===== config.mk =====
export PLATFORM = sky130hd
export DESIGN_NAME = conv1d_stream
export DESIGN_NICKNAME = d
export VERILOG_FILES = /design/src/rtl/conv1d_stream.sv
export SDC_FILE = /design/constraint.sdc
export NUM_CORES = 2
export LEC_CHECK = 0
export BUFFER_PORTS_ARGS = -buffer_cell sky130_fd_sc_hd__buf_2
export CORE_MARGIN = 4
export CORE_UTILIZATION = 47
export DETAILED_ROUTE_END_ITERATION = 10
export MAX_ROUTING_LAYER = met4
export PLACE_DENSITY = 0.72
export SKIP_LAST_GASP = 1
export SLEW_MARGIN = 5
export SYNTH_ARGS = -nofsm -noshare
export SYNTH_HDL_FRONTEND = slang
export SYNTH_SLANG_ARGS = --single-unit

===== constraint.sdc =====
create_clock -name clk -period 16 [get_ports clk]
set_clock_uncertainty 0.05 [all_clocks]
set_input_delay 1.6 -clock clk [delete_from_list [all_inputs] [get_ports clk]]
set_output_delay 1.6 -clock clk [all_outputs]
set_load 0.05 [all_outputs]

===== src/rtl/conv1d_stream.sv =====
// Streaming 1-D convolution: K-tap sliding window, NF filters sharing one tap per clock,
// with per-filter bias, requantising shift, symmetric saturation and optional ReLU.
module conv1d_stream #(
   parameter int DATA_W = 8,
   parameter int K      = 5,
   parameter int NF     = 4,
   parameter int ACC_W  = 19,
   parameter int SHIFT  = 7,
   parameter int STRIDE = 1,
   parameter int RELU   = 0
) (
   input  logic                        clk,
   input  logic                        rst,
   input  logic                        en,
   input  logic                        in_valid,
   output logic                        in_ready,
   input  logic signed [DATA_W-1:0]    in_data,
   input  logic                        in_first,
   input  logic                        coef_we,
   input  logic [$clog2(NF)-1:0]       coef_sel,
   input  logic [$clog2(K)-1:0]        coef_tap,
   input  logic signed [DATA_W-1:0]    coef_data,
   input  logic                        bias_we,
   input  logic signed [ACC_W-1:0]     bias_data,
   output logic                        busy,
   output logic                        out_valid,
   input  logic                        out_ready,
   output logic [NF*DATA_W-1:0]        out_data
);

   localparam int CW = $clog2(K + 1);
   localparam int TW = $clog2(K);
   localparam int PW = 2 * DATA_W;
   localparam logic signed [ACC_W-1:0] MAXV = ACC_W'((2 ** (DATA_W - 1)) - 1);
   localparam logic signed [ACC_W-1:0] MINV = -MAXV;

   typedef enum logic [1:0] {
      S_FILL,
      S_COMPUTE,
      S_SAT,
      S_OUT
   } state_t;

   state_t state, state_nxt;

   logic [CW-1:0]              fill_cnt;
   logic                       primed;
   logic [TW-1:0]              tap;
   logic signed [DATA_W-1:0]   win  [K];
   logic signed [DATA_W-1:0]   coef [NF][K];
   logic signed [ACC_W-1:0]    bias [NF];
   logic signed [ACC_W-1:0]    acc  [NF];
   logic signed [PW-1:0]       prod [NF];
   logic signed [DATA_W-1:0]   sat_res [NF];

   logic          xfer;
   logic          fill_done;
   logic          cfg_ok;
   logic [CW-1:0] cnt_next;
   logic [CW-1:0] target;

   assign in_ready  = en && (state == S_FILL);
   assign busy      = (state != S_FILL);
   assign xfer      = in_valid && in_ready;
   assign cfg_ok    = en && !busy;
   assign cnt_next  = in_first ? CW'(1) : fill_cnt + CW'(1);
   // A fresh frame (or the first one after reset) needs a full window; later outputs only STRIDE samples
   assign target    = (in_first || !primed) ? CW'(K) : CW'(STRIDE);
   assign fill_done = xfer && (cnt_next == target);

   // State register
   always_ff @(posedge clk) begin
      if (rst) begin
         state <= S_FILL;
      end else begin
         state <= state_nxt;
      end
   end

   // Next-state logic; en=0 freezes the FSM
   always_comb begin
      state_nxt = state;
      if (en) begin
         case (state)
            S_FILL:    if (fill_done) state_nxt = S_COMPUTE;
            S_COMPUTE: if (tap == TW'(K - 1)) state_nxt = S_SAT;
            S_SAT:     state_nxt = S_OUT;
            S_OUT:     if (out_ready) state_nxt = S_FILL;
            default:   state_nxt = S_FILL;
         endcase
      end
   end

   // One tap product per filter, operands sign-extended before the multiply
   always_comb begin
      for (int f = 0; f < NF; f++) begin
         prod[f] = PW'(coef[f][tap]) * PW'(win[tap]);
      end
   end

   // Requantise: floor shift, symmetric clamp, then optional ReLU
   always_comb begin
      logic signed [ACC_W-1:0] sh;
      for (int f = 0; f < NF; f++) begin
         sh = acc[f] >>> SHIFT;
         if (sh > MAXV) begin
            sh = MAXV;
         end else if (sh < MINV) begin
            sh = MINV;
         end
         if ((RELU != 0) && (sh < 0)) begin
            sh = '0;
         end
         sat_res[f] = sh[DATA_W-1:0];
      end
   end

   // Datapath: window, coefficient store, accumulators and output register
   always_ff @(posedge clk) begin
      if (rst) begin
         fill_cnt  <= '0;
         primed    <= 1'b0;
         tap       <= '0;
         out_valid <= 1'b0;
         out_data  <= '0;
         for (int k = 0; k < K; k++) begin
            win[k] <= '0;
         end
         for (int f = 0; f < NF; f++) begin
            acc[f]  <= '0;
            bias[f] <= '0;
            for (int k = 0; k < K; k++) begin
               coef[f][k] <= '0;
            end
         end
      end else if (en) begin
         if (cfg_ok && coef_we && (int'(coef_sel) < NF) && (int'(coef_tap) < K)) begin
            coef[coef_sel][coef_tap] <= coef_data;
         end
         if (cfg_ok && bias_we && (int'(coef_sel) < NF)) begin
            bias[coef_sel] <= bias_data;
         end
         case (state)
            S_FILL: begin
               if (xfer) begin
                  win[0] <= in_data;
                  for (int k = 1; k < K; k++) begin
                     win[k] <= win[k-1];
                  end
                  if (fill_done) begin
                     fill_cnt <= '0;
                     primed   <= 1'b1;
                     tap      <= '0;
                     // A bias written on this same edge must already seed this computation
                     for (int f = 0; f < NF; f++) begin
                        acc[f] <= (bias_we && (int'(coef_sel) == f)) ? bias_data : bias[f];
                     end
                  end else begin
                     fill_cnt <= cnt_next;
                     if (in_first) begin
                        primed <= 1'b0;
                     end
                  end
               end
            end
            S_COMPUTE: begin
               tap <= tap + TW'(1);
               for (int f = 0; f < NF; f++) begin
                  acc[f] <= acc[f] + ACC_W'(prod[f]);
               end
            end
            S_SAT: begin
               out_valid <= 1'b1;
               for (int f = 0; f < NF; f++) begin
                  out_data[f*DATA_W +: DATA_W] <= sat_res[f];
               end
            end
            S_OUT: begin
               if (out_ready) begin
                  out_valid <= 1'b0;
               end
            end
            default: ;
         endcase
      end
   end

endmodule


# Yosys cells after proc, flatten, opt, wreduce, memory -nomap -nowiden
# Memories as Yosys holds them, arrays and structs flattened. A register that Yosys moved wholly into a read port is not among the register bits.
# Cells that the tools add are included.
# classes
n_lt_le_gt_ge,12
mul,4
n_mux,86
n_bitwise,15
n_eq_ne,12
n_reduce_logical,29
n_addsub,6
# op_table
op,n
$mux 19,13
$mux 8,22
$mux 40,3
$bmux 8 s3,4
$add 19x16->19,4
$mul 8x8->16,4
$gt 12x8->1 const B,4
$lt 12x8->1 const B,4
$reduce_or 40->1,1
$mux 1,28
$demux 8 s3,1
$mux 3,7
$reduce_or 19->1,1
$or 1x1->1,13
$logic_and 1x1->1,12
$reduce_and 4->1,3
$mux 2,5
$eq 2x2->1 const B,4
$ge 4x4->1 const B,2
$ne 2x2->1 const B,4
$not 3->4,2
$pmux 2 s4,1
$reduce_bool 2->1,4
$add 3x1->3 const B,2
12 further kinds,16
# word_totals
register_bits,42
mem_count,4
mem_bits_rw,352
input_bits,48
# memory_table
memory,depth,width,read_ports,rd_clocked_by_memory_dff,write_ports,line_no,text
coef,4,40,4,0,4,50,logic signed [DATA_W-1:0] coef [NF][K];
acc,4,19,4,0,4,52,logic signed [ACC_W-1:0] acc [NF];
bias,4,19,4,0,4,51,logic signed [ACC_W-1:0] bias [NF];
win,5,8,5,1,5,49,logic signed [DATA_W-1:0] win [K];

# Longest topological paths before layout
# logic_depth
depth_word,13
ltp_mapped,25

# Worst setup path before layout
# Ideal clock, no wire load.
# synth_path
path_type,reg2reg
start,reg tap[1]
end,mem acc[2][18] (data pin)
path_slack_ps,9469
stages_incl_launch_ff,20
t_arrival_ps,6218
path_buffers,1
cell_sequence,dfxtp_1 -> clkbuf_1 -> mux4_2 -> a22oi_1 -> nor2_1 -> inv_1 -> fa_1 -> inv_1 -> fa_1 -> fa_1 -> fa_1 -> fa_1 -> ha_1 -> o21ai_0 -> o21bai_1 -> o311a_1 -> or4_1 -> a21oi_2 -> xnor2_1 -> o22ai_1
# synth_rtl
item,line_no,text
start: declaration,48,logic [TW-1:0] tap;
start signal: assignment,167,tap <= tap + TW'(1);
end: declaration,52,

==> results list <==
- Status: finished, final reports clean
* Post-route DRC: 0
- The die is 265 um wide.
* Number of enable flip-flop cells after synthesis: 352
- Cell types with the highest counts after synthesis: 352 x edfxtp_1, 336 x fa_1, 333 x inv_1
- The worst register-to-register path has a setup slack of 8.25 ns.
- The largest total area in the synthesized netlist belongs to edfxtp_1.
- The critical path runs through a total of 16 cells.
- Nature of the critical path endpoint: register
- Post-cts hold buffer count: 0
* Dpl hpwl: 56.6 mm
- Router iterations before antenna repair: 7
- The tightest min-delay check is of the register to register type.
- After synthesis, flip-flops and latches occupy 36.9% of the total area.
- Using the TritonRoute via totals, the vias-per-cell ratio works out to 5.53.
- Power share of the sequential group: 34.2%
* Minimum period implied by the final worst setup slack: 7.75 ns
- The final count of pins violating max slew is 0.
* Main synth FF type: edfxtp_1
- Global route overflow: 0
* Number of placed I/O pins: 83
* Maximum number of pins on one net before global-route repair: 61
- Peak ir drop on the vdd network: 0.103 mV
- Clock tree synthesis found a total of 397 sinks.
- For this block, the routed nets add up to 74.8 mm of wire.
* Area enclosed by the die boundary: 0.0704 mm2
* Clock transition at the registers of the reported paths: 0.06 ns
* Fraction of registers with async set/reset: 0%
* CTS tree: built
- In this run the mean area of a mapped cell was 11.1 um2.
- Among all cell types in the netlist, the one instantiated most often is edfxtp_1.
- Power per cell area: 102 mW/mm2
* RR Endpoint: acc[3][17]$_DFFE_PP_
- In this run the worst setup path terminates at acc[3][17]$_DFFE_PP_.
* Final Hold Viols: 0
- STA classifies the critical path startpoint as a register.
* Number of unique standard cell types used by synthesis: 60
* Biggest fanout along the worst timing path: 25
* Resized Gates After CTS: 0
- Number of buffers and inverters on the critical path: 1
- The cell sitting at the root of the clock tree is a clkbuf_16.
- Depth of the worst register-to-register path: 16
* Peak clock frequency supported by timing: 129 MHz
- Vertical die dimension: 265 um
- Synthesized instance count: 2,807
- The number of global-route vias before repair was 22,400.
- The floorplan has 94 rows.
* Weighted congestion reported at the end of routability-driven placement: 0.899
- Net Count, Synth: 3,375
- Once the floorplan was initialized, standard cells occupied 47.3% of the core.
- Synth top area share: 34.0%
- Growth of design area from synthesis to finish: 9.00%
- Insertion delay to the later sink of the worst-skew pair: 0.60 ns
- For the worst setup path, the data required time is 16.22 ns.
* Remaining max-slew budget at the tightest pin: 16.7%
- Leakage power: 15.0 nW
- By area the synthesized netlist is led by edfxtp_1 34%, fa_1 22%, ha_1 7.4%.
- Total global routing track utilization: 22.2%
- Number of CTS-inserted buffers: 44
- The Yosys step of the flow raised 0 warnings.
* Clk pwr share: 29.9%
* Share of the clock period used by the worst path: 48.5%
* Power share of the combinational group: 35.9%
- The slowest stage of the critical path belongs to the cell nor2_1.
- Actual slew at the worst max-slew pin: 1.24 ns
- Setup TNS Final: 0 ns
* Vias: 20,700
- Iteration-0 DRC count of the detailed router: 1,207
- Data arrives at the worst endpoint at 7.97 ns.
- Setup Crit Path Kind: register to register
* Largest delay share family, worst path: adder cells
- Wire length of the first global-routing pass: 120 mm
* Number of buffers inserted by post-CTS setup repair: 0
* Number of nets with antenna violations after detailed routing: 0
* Maximum buffer depth of the clock tree: 3
- Net switching is 33.7% of the power.
* Setup repair after global routing missed its margin: no
- Series of cell instances along the critical path: mux2_2 -> inv_1 -> nor2_1 -> fa_1 -> fa_1 -> fa_1 -> fa_1 -> ha_1 -> ha_1 -> o21a_1 -> o21a_1 -> and3_1 -> a221oi_1 -> o21ai_0 -> xnor2_1 -> o22ai_1
- Filler Cell Count: 5,577
- Fraction of layout cells with a size suffix above 1: 9.66%
* Mapped Area: 0.0311 mm2
- Counting flops and latches in the post-synthesis netlist gives 397.
* Worst hold slack across all endpoints: 0.396 ns
- Cell internal power dissipation: 2.29 mW
* Max-cap violation count: 0
- For this run, the post-layout net count is 3,411.
- Setup violations remaining at the end of the flow were counted as 0.
* Initial antenna violation count: 4
- Buffers placed on the I/O ports in this run total 82.
* Crit-path max cell delay: 1.06 ns
- For this design the total switching power over the nets is 1.17 mW.
* WL per Instance: 20.0 um
- Most common cell on crit path: fa_1
- Area of the core: 0.0657 mm2
* H-Tree Depth: 2
layout by cell type (no fill, tap or decap), types with 13 or more instances in the layout:
| cell | netlist | final |
|---|---|---|
| a21oi_1 | 95 | 95 |
| ha_1 | 184 | 184 |
| mux2_2 | 27 | 27 |
| mux2i_1 | 109 | 102 |
| clkbuf_1 | 92 | 14 |
| mux4_2 | 17 | 17 |
| dfxtp_1 | 45 | 43 |
| buf_4 | 0 | 27 |
| buf_2 | 21 | 82 |
| xor2_1 | 27 | 27 |
| a21o_1 | 18 | 18 |
| o21ai_0 | 106 | 106 |
| xnor2_1 | 53 | 53 |
| o21a_1 | 34 | 34 |
| or2_2 | 42 | 42 |
| inv_1 | 333 | 333 |
| nand2b_1 | 31 | 31 |
| nand2_1 | 154 | 154 |
| edfxtp_1 | 352 | 352 |
| nor2_1 | 265 | 262 |
| o22ai_1 | 39 | 39 |
| and2_1 | 220 | 220 |
| and3_1 | 62 | 62 |
| clkbuf_16 | 0 | 45 |
| fa_1 | 336 | 336 |
| nor3_1 | 14 | 13 |
worst min-delay path, cell delays in order (launching register included):
cell and delay, ns:
dfxtp_1 0.30, nand2_1 0.05, a21oi_1 0.05
metrics by stage:
stage	setup slack, ns	std cells	power, mW	utilization (%)	cell area (um2)
4_1_cts	8.31	3743	3.47	51.6	33900
5_1_grt	7.85	3744	3.67	51.6	33900
2_1_floorplan	9.47	2807	2.13	-	31100
6_report	8.25	3744	3.45	51.6	33900
3_3_place_gp	8.51	3661	2.38	49.4	32400
3_5_place_dp	8.38	3661	2.42	49.4	32400
sequential cells by signal, indices dropped and copies added, names as in the netlist, named ones only:
signal / count
coef: 160
acc: 76
bias: 76
win: 40
out_data: 32
fill_cnt: 3
tap: 3
state: 2
out_valid: 1
primed: 1
per-layer routing:
layer | global-route usage, % | up-vias | wire, um
li1 | - | 9447 | -
met3 | 3.06 | 212 | 4280
met5 | - | - | 0
met2 | 38.7 | 636 | 38700
met1 | 26.2 | 10400 | 28700
met4 | 8.25 | 0 | 3030
power groups by stage:
stage	Combinational (mW)	Clock [mW]	Sequential (mW)
final	1.24	1.03	1.18
after global routing	1.39	1.09	1.19
after CTS	1.23	1.05	1.18
after detailed placement	1.21	0	1.20
after global placement	1.18	0	1.20
after floorplan	0.935	0	1.20
cell type report:
| cell class | instances | area (um2) | area share, % |
|---|---|---|---|
| diodes | 1 | 2.50 | 0.00738 |
| well taps | 864 | 1080 | 3.19 |
| clock inverters | 21 | 260 | 0.767 |
| multi-input cells | 1957 | 18000 | 53.2 |
| inverters | 334 | 1250 | 3.70 |
| flip-flops and latches | 397 | 11500 | 33.8 |
| clock buffers | 61 | 1210 | 3.56 |
| repair buffers | 109 | 613 | 1.81 |
how the worst min path moves through the flow:
| stage | startpoint | to | slack, ns | depth (start not counted) |
|---|---|---|---|---|
| final | out_data[25]$_SDFFE_PP0P_ | out_data[25]$_SDFFE_PP0P_ | 0.40 | 2 |
| after global placement | out_data[6]$_SDFFE_PP0P_ | out_data[6]$_SDFFE_PP0P_ | 0.39 | 2 |
| after detailed placement | out_data[29]$_SDFFE_PP0P_ | out_data[29]$_SDFFE_PP0P_ | 0.39 | 2 |
| after floorplan | primed$_SDFFE_PP0P_ | primed$_SDFFE_PP0P_ | 0.40 | 2 |
| after global routing | out_data[28]$_SDFFE_PP0P_ | out_data[28]$_SDFFE_PP0P_ | 0.42 | 2 |
| after CTS | out_data[25]$_SDFFE_PP0P_ | out_data[25]$_SDFFE_PP0P_ | 0.40 | 2 |
cell families (layout without fill, tap and decap cells):
kind of cell / Yosys count / after routing / share of synthesized area (%)
muxes: 153 / 153 / 5.71
AOI/OAI and AO/OA: 360 / 360 / 7.03
other: 0 / 1 / 0
and+or+nand+nor: 844 / 844 / 13.6
buffers and inverters: 453 / 525 / 5.55
DFF: 397 / 397 / 36.9
adders and majority gates: 520 / 520 / 29.0
xor gates and xnor gates: 80 / 80 / 2.25
Note: power is estimated with default switching activity, not from simulation.
